## config.mk

```make
export PLATFORM = sky130hd
export DESIGN_NAME = branch_redirect_ctrl_flat
export DESIGN_NICKNAME = d
export VERILOG_FILES = /design/src/rtl/branch_redirect_ctrl_pkg.sv /design/src/rtl/branch_redirect_ctrl_if.sv /design/src/rtl/branch_redirect_ctrl_branch_cmp.sv /design/src/rtl/branch_redirect_ctrl.sv /design/src/flat_wrapper.sv
export SDC_FILE = /design/constraint.sdc
export NUM_CORES = 1
export LEC_CHECK = 0
export ABC_CLOCK_PERIOD_IN_PS = 7100
export BUFFER_PORTS_ARGS = -buffer_cell sky130_fd_sc_hd__buf_4
export CAP_MARGIN = 20
export CORE_ASPECT_RATIO = 0.6
export CORE_MARGIN = 2
export CORE_UTILIZATION = 49
export DETAILED_ROUTE_END_ITERATION = 8
export HOLD_SLACK_MARGIN = 0.03
export PLACE_DENSITY = 0.8
export SYNTH_ARGS = -nofsm -noshare
export SYNTH_HDL_FRONTEND = slang
export SYNTH_SLANG_ARGS = --single-unit
```

## constraint.sdc

```tcl
create_clock -name clock -period 7.1 [get_ports clock]
set_input_delay 0.355 -clock clock [delete_from_list [all_inputs] [get_ports clock]]
set_output_delay 0.355 -clock clock [all_outputs]
set_load 0.01 [all_outputs]
```

## src/rtl/branch_redirect_ctrl_pkg.sv

```systemverilog
// Shared encodings for the branch redirect controller: branch types, FSM states, reset PC.
// Optional build macro used by the top: BRU_PERF_CNT_EN (performance counters).
package branch_redirect_ctrl_pkg;

  localparam logic [2:0] BR_NONE = 3'b000;
  localparam logic [2:0] BR_BEQ  = 3'b001;
  localparam logic [2:0] BR_BNE  = 3'b010;
  localparam logic [2:0] BR_BLT  = 3'b011;
  localparam logic [2:0] BR_BGE  = 3'b100;
  localparam logic [2:0] BR_BLTU = 3'b101;
  localparam logic [2:0] BR_BGEU = 3'b110;

  localparam logic [1:0] ST_IDLE     = 2'd0;
  localparam logic [1:0] ST_EVAL     = 2'd1;
  localparam logic [1:0] ST_REDIRECT = 2'd2;
  localparam logic [1:0] ST_DONE     = 2'd3;

  localparam logic [31:0] RESET_PC_DEFAULT = 32'h8000_0000;

endpackage

```

## src/rtl/branch_redirect_ctrl_if.sv

```systemverilog
// Issue, redirect and writeback handshakes of the branch redirect controller.
interface branch_redirect_ctrl_if #(
  parameter int XLEN = 32
);
  logic            in_valid;
  logic            in_ready;
  logic [XLEN-1:0] pc;
  logic [XLEN-1:0] imm;
  logic [XLEN-1:0] rs1;
  logic [XLEN-1:0] rs2;
  logic [2:0]      branch_type;
  logic            is_jal;
  logic            is_jalr;
  logic            pred_taken;
  logic            redirect_valid;
  logic            redirect_ready;
  logic [XLEN-1:0] redirect_pc;
  logic            flush;
  logic            out_valid;
  logic            out_ready;
  logic [XLEN-1:0] link_data;
  logic            misalign;
  logic [31:0]     perf_branches;
  logic [31:0]     perf_taken;
  logic [31:0]     perf_mispred;

  modport slave (
    input  in_valid, pc, imm, rs1, rs2, branch_type, is_jal, is_jalr, pred_taken,
           redirect_ready, out_ready,
    output in_ready, redirect_valid, redirect_pc, flush, out_valid, link_data, misalign,
           perf_branches, perf_taken, perf_mispred
  );

  modport master (
    output in_valid, pc, imm, rs1, rs2, branch_type, is_jal, is_jalr, pred_taken,
           redirect_ready, out_ready,
    input  in_ready, redirect_valid, redirect_pc, flush, out_valid, link_data, misalign,
           perf_branches, perf_taken, perf_mispred
  );
endinterface

```

## src/rtl/branch_redirect_ctrl_branch_cmp.sv

```systemverilog
// Combinational branch condition evaluator: operands and branch type to taken.
module branch_cmp
  import branch_redirect_ctrl_pkg::*;
#(
  parameter int XLEN = 32
) (
  input  logic [XLEN-1:0] rs1,
  input  logic [XLEN-1:0] rs2,
  input  logic [2:0]      branch_type,
  output logic            taken
);

  always_comb begin
    // NOTE: default assignment first so no path through the case leaves taken unassigned (no latch).
    taken = 1'b0;
    case (branch_type)
      BR_BEQ:  taken = (rs1 == rs2);
      BR_BNE:  taken = (rs1 != rs2);
      BR_BLT:  taken = ($signed(rs1) <  $signed(rs2));
      BR_BGE:  taken = ($signed(rs1) >= $signed(rs2));
      BR_BLTU: taken = (rs1 <  rs2);
      BR_BGEU: taken = (rs1 >= rs2);
      default: taken = 1'b0;
    endcase
  end

endmodule

```

## src/rtl/branch_redirect_ctrl.sv

```systemverilog
// Branch/jump resolution FSM: evaluates one instruction, redirects IFU on mispredict, returns link to WBU.
// Build macro BRU_PERF_CNT_EN adds branch/taken/mispredict counters; otherwise perf ports read 0.
module branch_redirect_ctrl
  import branch_redirect_ctrl_pkg::*;
#(
  parameter int              XLEN     = 32,
  parameter logic [XLEN-1:0] RESET_PC = RESET_PC_DEFAULT
) (
  input logic                    clock,
  input logic                    reset,
  branch_redirect_ctrl_if.slave  bus
);

  typedef struct packed {
    logic [XLEN-1:0] pc;
    logic [XLEN-1:0] imm;
    logic [XLEN-1:0] rs1;
    logic [XLEN-1:0] rs2;
    logic [2:0]      bt;
    logic            jal;
    logic            jalr;
    logic            pred;
  } instr_t;

  logic [1:0]      state_q, state_d;
  instr_t          instr_q, instr_d;
  logic [XLEN-1:0] redirect_pc_q, redirect_pc_d;
  logic [XLEN-1:0] link_q, link_d;
  logic            misalign_q, misalign_d;
  logic            flush_q, flush_d;

  logic            cmp_taken;
  logic            taken;
  logic            mispred;
  logic [XLEN-1:0] target;
  logic [XLEN-1:0] seq_pc;
  logic [XLEN-1:0] next_pc;

  branch_cmp #(.XLEN(XLEN)) u_cmp (
    .rs1         (instr_q.rs1),
    .rs2         (instr_q.rs2),
    .branch_type (instr_q.bt),
    .taken       (cmp_taken)
  );

  // Resolution datapath, meaningful only while in EVAL.
  always_comb begin
    taken   = instr_q.jal | instr_q.jalr | cmp_taken;
    target  = instr_q.jalr ? ((instr_q.rs1 + instr_q.imm) & {{(XLEN-1){1'b1}}, 1'b0})
                           : (instr_q.pc + instr_q.imm);
    seq_pc  = instr_q.pc + XLEN'(4);
    next_pc = taken ? target : seq_pc;
    mispred = (taken != instr_q.pred) | instr_q.jalr;
  end

  always_comb begin
    state_d       = state_q;
    instr_d       = instr_q;
    redirect_pc_d = redirect_pc_q;
    link_d        = link_q;
    misalign_d    = misalign_q;
    flush_d       = 1'b0;
    case (state_q)
      ST_IDLE: begin
        if (bus.in_valid) begin
          instr_d = '{pc: bus.pc, imm: bus.imm, rs1: bus.rs1, rs2: bus.rs2,
                      bt: bus.branch_type, jal: bus.is_jal, jalr: bus.is_jalr,
                      pred: bus.pred_taken};
          state_d = ST_EVAL;
        end
      end
      ST_EVAL: begin
        link_d     = seq_pc;
        misalign_d = taken & next_pc[1];
        if (mispred) begin
          state_d       = ST_REDIRECT;
          redirect_pc_d = next_pc;
          flush_d       = 1'b1;
        end else begin
          state_d = ST_DONE;
        end
      end
      ST_REDIRECT: begin
        if (bus.redirect_ready) begin
          state_d       = ST_DONE;
          redirect_pc_d = RESET_PC;
        end
      end
      ST_DONE: begin
        if (bus.out_ready) state_d = ST_IDLE;
      end
      default: state_d = ST_IDLE;
    endcase
  end

  // NOTE: sequential state uses non-blocking assignments so every flop samples pre-edge values.
  always_ff @(posedge clock) begin
    if (reset) begin
      state_q       <= ST_IDLE;
      redirect_pc_q <= RESET_PC;
      link_q        <= '0;
      misalign_q    <= 1'b0;
      flush_q       <= 1'b0;
    end else begin
      state_q       <= state_d;
      redirect_pc_q <= redirect_pc_d;
      link_q        <= link_d;
      misalign_q    <= misalign_d;
      flush_q       <= flush_d;
    end
  end

  // NOTE: the captured instruction is left unreset; it is only read after a fresh capture in IDLE.
  always_ff @(posedge clock) begin
    instr_q <= instr_d;
  end

  assign bus.in_ready       = (state_q == ST_IDLE);
  assign bus.redirect_valid = (state_q == ST_REDIRECT);
  assign bus.out_valid      = (state_q == ST_DONE);
  assign bus.redirect_pc    = redirect_pc_q;
  assign bus.flush          = flush_q;
  assign bus.link_data      = link_q;
  assign bus.misalign       = misalign_q & (state_q == ST_DONE);

`ifdef BRU_PERF_CNT_EN
  logic [31:0] perf_br_q, perf_br_d;
  logic [31:0] perf_tk_q, perf_tk_d;
  logic [31:0] perf_mp_q, perf_mp_d;

  always_comb begin
    perf_br_d = perf_br_q;
    perf_tk_d = perf_tk_q;
    perf_mp_d = perf_mp_q;
    if (state_q == ST_EVAL) begin
      perf_br_d = perf_br_q + 32'd1;
      if (taken)   perf_tk_d = perf_tk_q + 32'd1;
      if (mispred) perf_mp_d = perf_mp_q + 32'd1;
    end
  end

  always_ff @(posedge clock) begin
    if (reset) begin
      perf_br_q <= '0;
      perf_tk_q <= '0;
      perf_mp_q <= '0;
    end else begin
      perf_br_q <= perf_br_d;
      perf_tk_q <= perf_tk_d;
      perf_mp_q <= perf_mp_d;
    end
  end

  assign bus.perf_branches = perf_br_q;
  assign bus.perf_taken    = perf_tk_q;
  assign bus.perf_mispred  = perf_mp_q;
`else
  assign bus.perf_branches = '0;
  assign bus.perf_taken    = '0;
  assign bus.perf_mispred  = '0;
`endif

endmodule
```

## src/flat_wrapper.sv

```systemverilog
// flat-port wrapper written by rule: the top's interface ports become plain ports
module branch_redirect_ctrl_flat import branch_redirect_ctrl_pkg::*;
#(
  parameter int              XLEN     = 32,
  parameter logic [XLEN-1:0] RESET_PC = RESET_PC_DEFAULT
)
  (clock, reset, bus_in_valid, bus_pc, bus_imm, bus_rs1, bus_rs2, bus_branch_type, bus_is_jal, bus_is_jalr, bus_pred_taken, bus_redirect_ready, bus_out_ready, bus_in_ready, bus_redirect_valid, bus_redirect_pc, bus_flush, bus_out_valid, bus_link_data, bus_misalign, bus_perf_branches, bus_perf_taken, bus_perf_mispred);
  branch_redirect_ctrl_if #(.XLEN(XLEN)) bus_i ();
  input logic clock;
  input logic reset;
  input wire logic [$bits(bus_i.in_valid)-1:0] bus_in_valid;
  input wire logic [$bits(bus_i.pc)-1:0] bus_pc;
  input wire logic [$bits(bus_i.imm)-1:0] bus_imm;
  input wire logic [$bits(bus_i.rs1)-1:0] bus_rs1;
  input wire logic [$bits(bus_i.rs2)-1:0] bus_rs2;
  input wire logic [$bits(bus_i.branch_type)-1:0] bus_branch_type;
  input wire logic [$bits(bus_i.is_jal)-1:0] bus_is_jal;
  input wire logic [$bits(bus_i.is_jalr)-1:0] bus_is_jalr;
  input wire logic [$bits(bus_i.pred_taken)-1:0] bus_pred_taken;
  input wire logic [$bits(bus_i.redirect_ready)-1:0] bus_redirect_ready;
  input wire logic [$bits(bus_i.out_ready)-1:0] bus_out_ready;
  output wire logic [$bits(bus_i.in_ready)-1:0] bus_in_ready;
  output wire logic [$bits(bus_i.redirect_valid)-1:0] bus_redirect_valid;
  output wire logic [$bits(bus_i.redirect_pc)-1:0] bus_redirect_pc;
  output wire logic [$bits(bus_i.flush)-1:0] bus_flush;
  output wire logic [$bits(bus_i.out_valid)-1:0] bus_out_valid;
  output wire logic [$bits(bus_i.link_data)-1:0] bus_link_data;
  output wire logic [$bits(bus_i.misalign)-1:0] bus_misalign;
  output wire logic [$bits(bus_i.perf_branches)-1:0] bus_perf_branches;
  output wire logic [$bits(bus_i.perf_taken)-1:0] bus_perf_taken;
  output wire logic [$bits(bus_i.perf_mispred)-1:0] bus_perf_mispred;
  assign bus_i.in_valid = bus_in_valid;
  assign bus_i.pc = bus_pc;
  assign bus_i.imm = bus_imm;
  assign bus_i.rs1 = bus_rs1;
  assign bus_i.rs2 = bus_rs2;
  assign bus_i.branch_type = bus_branch_type;
  assign bus_i.is_jal = bus_is_jal;
  assign bus_i.is_jalr = bus_is_jalr;
  assign bus_i.pred_taken = bus_pred_taken;
  assign bus_i.redirect_ready = bus_redirect_ready;
  assign bus_i.out_ready = bus_out_ready;
  assign bus_in_ready = bus_i.in_ready;
  assign bus_redirect_valid = bus_i.redirect_valid;
  assign bus_redirect_pc = bus_i.redirect_pc;
  assign bus_flush = bus_i.flush;
  assign bus_out_valid = bus_i.out_valid;
  assign bus_link_data = bus_i.link_data;
  assign bus_misalign = bus_i.misalign;
  assign bus_perf_branches = bus_i.perf_branches;
  assign bus_perf_taken = bus_i.perf_taken;
  assign bus_perf_mispred = bus_i.perf_mispred;
  branch_redirect_ctrl #(.XLEN(XLEN), .RESET_PC(RESET_PC)) u_core (.clock(clock), .reset(reset), .bus(bus_i));
endmodule
```

==> flow_metrics.tcl <==
set metrics [dict create \
    crit_buf_inv 1 \
    path_class "register to register" \
    cts_tree "done" \
    worst_slew_pin_slew_ns 0.935 \
    endpoint "u_core.bus.redirect_pc[7]$_SDFFE_PP0P_" \
    start_util_pct 49.9 \
    num_rows 44 \
    wl_met1_um 15900 \
    synthFlopType "edfxtp_1" \
    power.leakage_nw 6.67 \
    grtUsageTotal_pct 25.6 \
    place.gp.congestion 0.887 \
    dp.cells 1655 \
    hold_path_class "input port to register" \
    ir_drop_v 0.000182 \
    required_ns 7.52 \
    final_cells 1824 \
    cts.repair.resized 0 \
    reg2reg_from "u_core.instr_q[52]$_DFFE_PP_" \
    coreArea_mm2 0.0242 \
    setup-violations-final 0 \
    ys_top_cells_by_area "edfxtp_1 (33%), dfxtp_1 (11%), ha_1 (10%), buf_4 (6.1%), xnor2_1 (3.5%)" \
    r2r_cells 12 \
    wl_met3_um 2580 \
    globalRouteOverflowTotal 0 \
    outcome "finished, final reports clean" \
    fin_setup_tns_ns 0 \
    rsz0062_at_grt "no" \
    post_cts_buffers 0 \
    first_global_vias 9344 \
    ys_async_sr_fraction_pct 0 \
    avgSynthCellArea_um2 10.5 \
    die_height_um 126 \
    ys_top_cells_by_count "edfxtp_1 (134), buf_4 (98), ha_1 (98), a21oi_1 (71), dfxtp_1 (68)" \
    finClkSkew_ns 0.0122 \
    n_fill_cell 1910 \
    critPathArrivalTime_ns 5.02 \
    cp_cell_sequence "ha_1 -> nand4_1 -> nor4_1 -> nand2_1 -> mux2i_1 -> a21oi_1 -> o41ai_2 -> a211oi_4 -> buf_4 -> mux2i_2 -> nand2_1 -> o2bb2ai_1" \
    worstSetupStartpointType "register" \
    die_area_mm2 0.0260 \
    hold_ws_ns 0.0513 \
    slowest_stage "nor4_1" \
    finalCritPeriodShare_pct 64.8 \
    finalHoldViolCount 0 \
    numCtsBuffers 20 \
    post_drt_wl_per_cell_um 18.7 \
    yosys.area.top_type "edfxtp_1" \
    critPathCaptureType "register" \
    clk_root_buffer_cell "clkbuf_16" \
    slowest_delay_ns 0.75 \
    clockBufferDepth 3 \
    cts.sinks 202 \
    portBuffers 207 \
    r2r_setup_slack_ns 2.50 \
    ys_seq_elements 202 \
    period_minus_slack_ns 4.60 \
    via_per_inst 5.36 \
    highest_layer "met4" \
    post-route-drc-count 0 \
    ys_seq_area_share_pct 44.6 \
    ys_types 79 \
    worstPathMaxFanout 32 \
    vias 9782 \
    slew-limit-headroom_pct 37.5 \
    grt_pass1_wl_um 51300 \
    wirelength_um 34000 \
    synth_top_cell_area_share_pct 33.3 \
    syn_area_mm2 0.0121 \
    power_density_mw_per_mm2 368 \
    slew_violations 0 \
    cp-startpoint "u_core.instr_q[52]$_DFFE_PP_" \
    timing.rr.end "u_core.bus.redirect_pc[7]$_SDFFE_PP0P_" \
    n_antenna_cell 0 \
    met2_length_um 14700 \
    dp_hpwl_um 24400 \
    cp_num_cells 12 \
    cts.htree.levels 1 \
    fmax_mhz 217 \
    nets 1727 \
    clkTransAtPathRegs_ns 0.07 \
    netlist_instances 1150 \
    ant_nets 0 \
    path_common_cell "nand2_1" \
    antenna_found_initial 0 \
    max-cap-violations 0 \
    yosysMostFrequentCell "edfxtp_1" \
    first_pass_iters 5 \
    cts_hold_buf 133 \
    area_delta_synth_final_pct 28.6 \
    grt_max_degree 71 \
    crit_family "simple AND/OR/NAND/NOR gates" \
    die-width_um 207 \
    yosysWarnings 0 \
    clock_latency_ns 0.51 \
    drive_gt1_share_pct 17.5 \
    top_level_ports 304 \
    drtIter0Drc 588 \
    synth_edf_count 134 \
]
-- sequential cells by signal, summed over array words and instances (netlist names) --
name / flops
u_core.state_q: 2
u_core.bus.link_data: 32
u_core.misalign_q: 1
u_core.bus.redirect_pc: 32
u_core.instr_q: 134
u_core.bus.flush: 1
-- worst register-to-register path: stages (launching register included) --
cell       delay (ns)
edfxtp_1         0.41
ha_1             0.34
nand4_1          0.25
nor4_1           0.76
nand2_1          0.18
mux2i_1          0.15
a21oi_1          0.18
o41ai_2          0.12
a211oi_4         0.21
buf_4            0.49
mux2i_2          0.42
nand2_1          0.63
o2bb2ai_1        0.37
-- final cells by class --
class | instances | area [um^2] | share of cell area [%]
repair buffers | 346 | 2930 | 18.9
clock inverters | 9 | 47.5 | 0.306
multi-input cells | 854 | 5980 | 38.5
flip-flops and latches | 202 | 5390 | 34.6
well taps | 322 | 403 | 2.59
clock buffers | 27 | 558 | 3.59
inverters | 64 | 240 | 1.55
-- placed cells by master, fill, tap and decap left out, types with 6 or more instances in the layout --
| cell type | instances |
|---|---|
| buf_4 | 213 |
| edfxtp_1 | 134 |
| dlygate4sd3_1 | 133 |
| ha_1 | 97 |
| conb_1 | 96 |
| a21oi_1 | 71 |
| dfxtp_1 | 68 |
| nor2_1 | 65 |
| inv_1 | 64 |
| nand2_1 | 58 |
| xnor2_1 | 48 |
| o21ai_0 | 45 |
| mux2i_1 | 39 |
| a211oi_1 | 35 |
| xor2_1 | 35 |
| nand3_1 | 25 |
| o2bb2ai_1 | 22 |
| clkbuf_16 | 21 |
| a21o_1 | 19 |
| and3_1 | 17 |
| nand4_1 | 15 |
| o21bai_1 | 15 |
| nor3_1 | 14 |
| nand2b_1 | 12 |
| a31oi_1 | 10 |
| o21a_1 | 9 |
| nor2b_1 | 7 |
| and2_1 | 6 |
| a22o_1 | 6 |
-- worst min-delay path by stage --
stage	start	end	slack [ns]	depth (start not counted)
2_1_floorplan	u_core.misalign_q$_SDFFE_PP0N_	u_core.misalign_q$_SDFFE_PP0N_	0.44	2
3_3_place_gp	u_core.bus.redirect_pc[21]$_SDFFE_PP0P_	u_core.bus.redirect_pc[21]$_SDFFE_PP0P_	0.45	1
3_5_place_dp	u_core.bus.redirect_pc[18]$_SDFFE_PP0P_	u_core.bus.redirect_pc[18]$_SDFFE_PP0P_	0.45	1
4_1_cts	bus_pc[3]	u_core.instr_q[105]$_DFFE_PP_	0.03	1
5_1_grt	bus_pc[3]	u_core.instr_q[105]$_DFFE_PP_	0.03	1
6_report	bus_pc[3]	u_core.instr_q[105]$_DFFE_PP_	0.05	1
-- per-stage QoR --
stage | utilization [%] | setup WS (ns) | area [um^2] | power (mW)
floorplan | - | 0.160 | 12400 | 3.81
finish | 64.2 | 2.50 | 15500 | 5.71
detailed placement | 56.2 | 2.60 | 13600 | 4.60
CTS | 64.2 | 2.54 | 15500 | 5.69
global placement | 56.2 | 2.78 | 13600 | 4.54
global route | 64.2 | 2.27 | 15500 | 6.08
-- kinds of logic (layout without fill, tap and decap cells) --
logic type,after synthesis,in the layout,share of synthesized area [%]
fa+ha+maj,100,100,10.5
flops,202,202,44.6
simple gates,245,245,9.97
compound gates,288,288,16.4
xor+xnor,83,83,6.02
other cells,1,96,0.0310
mux,42,42,3.53
buf+inv,189,446,9.04
-- power by group --
part | switching (mW) | total, mW | internal, mW
Combinational | 1.59 | 2.79 | 1.20
Sequential | 0.251 | 1.91 | 1.66
Clock | 0.457 | 1.01 | 0.553
Total | 2.30 | 5.71 | 3.41
-- per-layer routing --
layer  GRT usage (%)  up-vias
li1                -     4726
met1            37.8     4621
met2            39.0      388
met3            4.84       47
met4            6.09        0
met5               0        -
No activity file was read; power rests on OpenSTA's default activity.
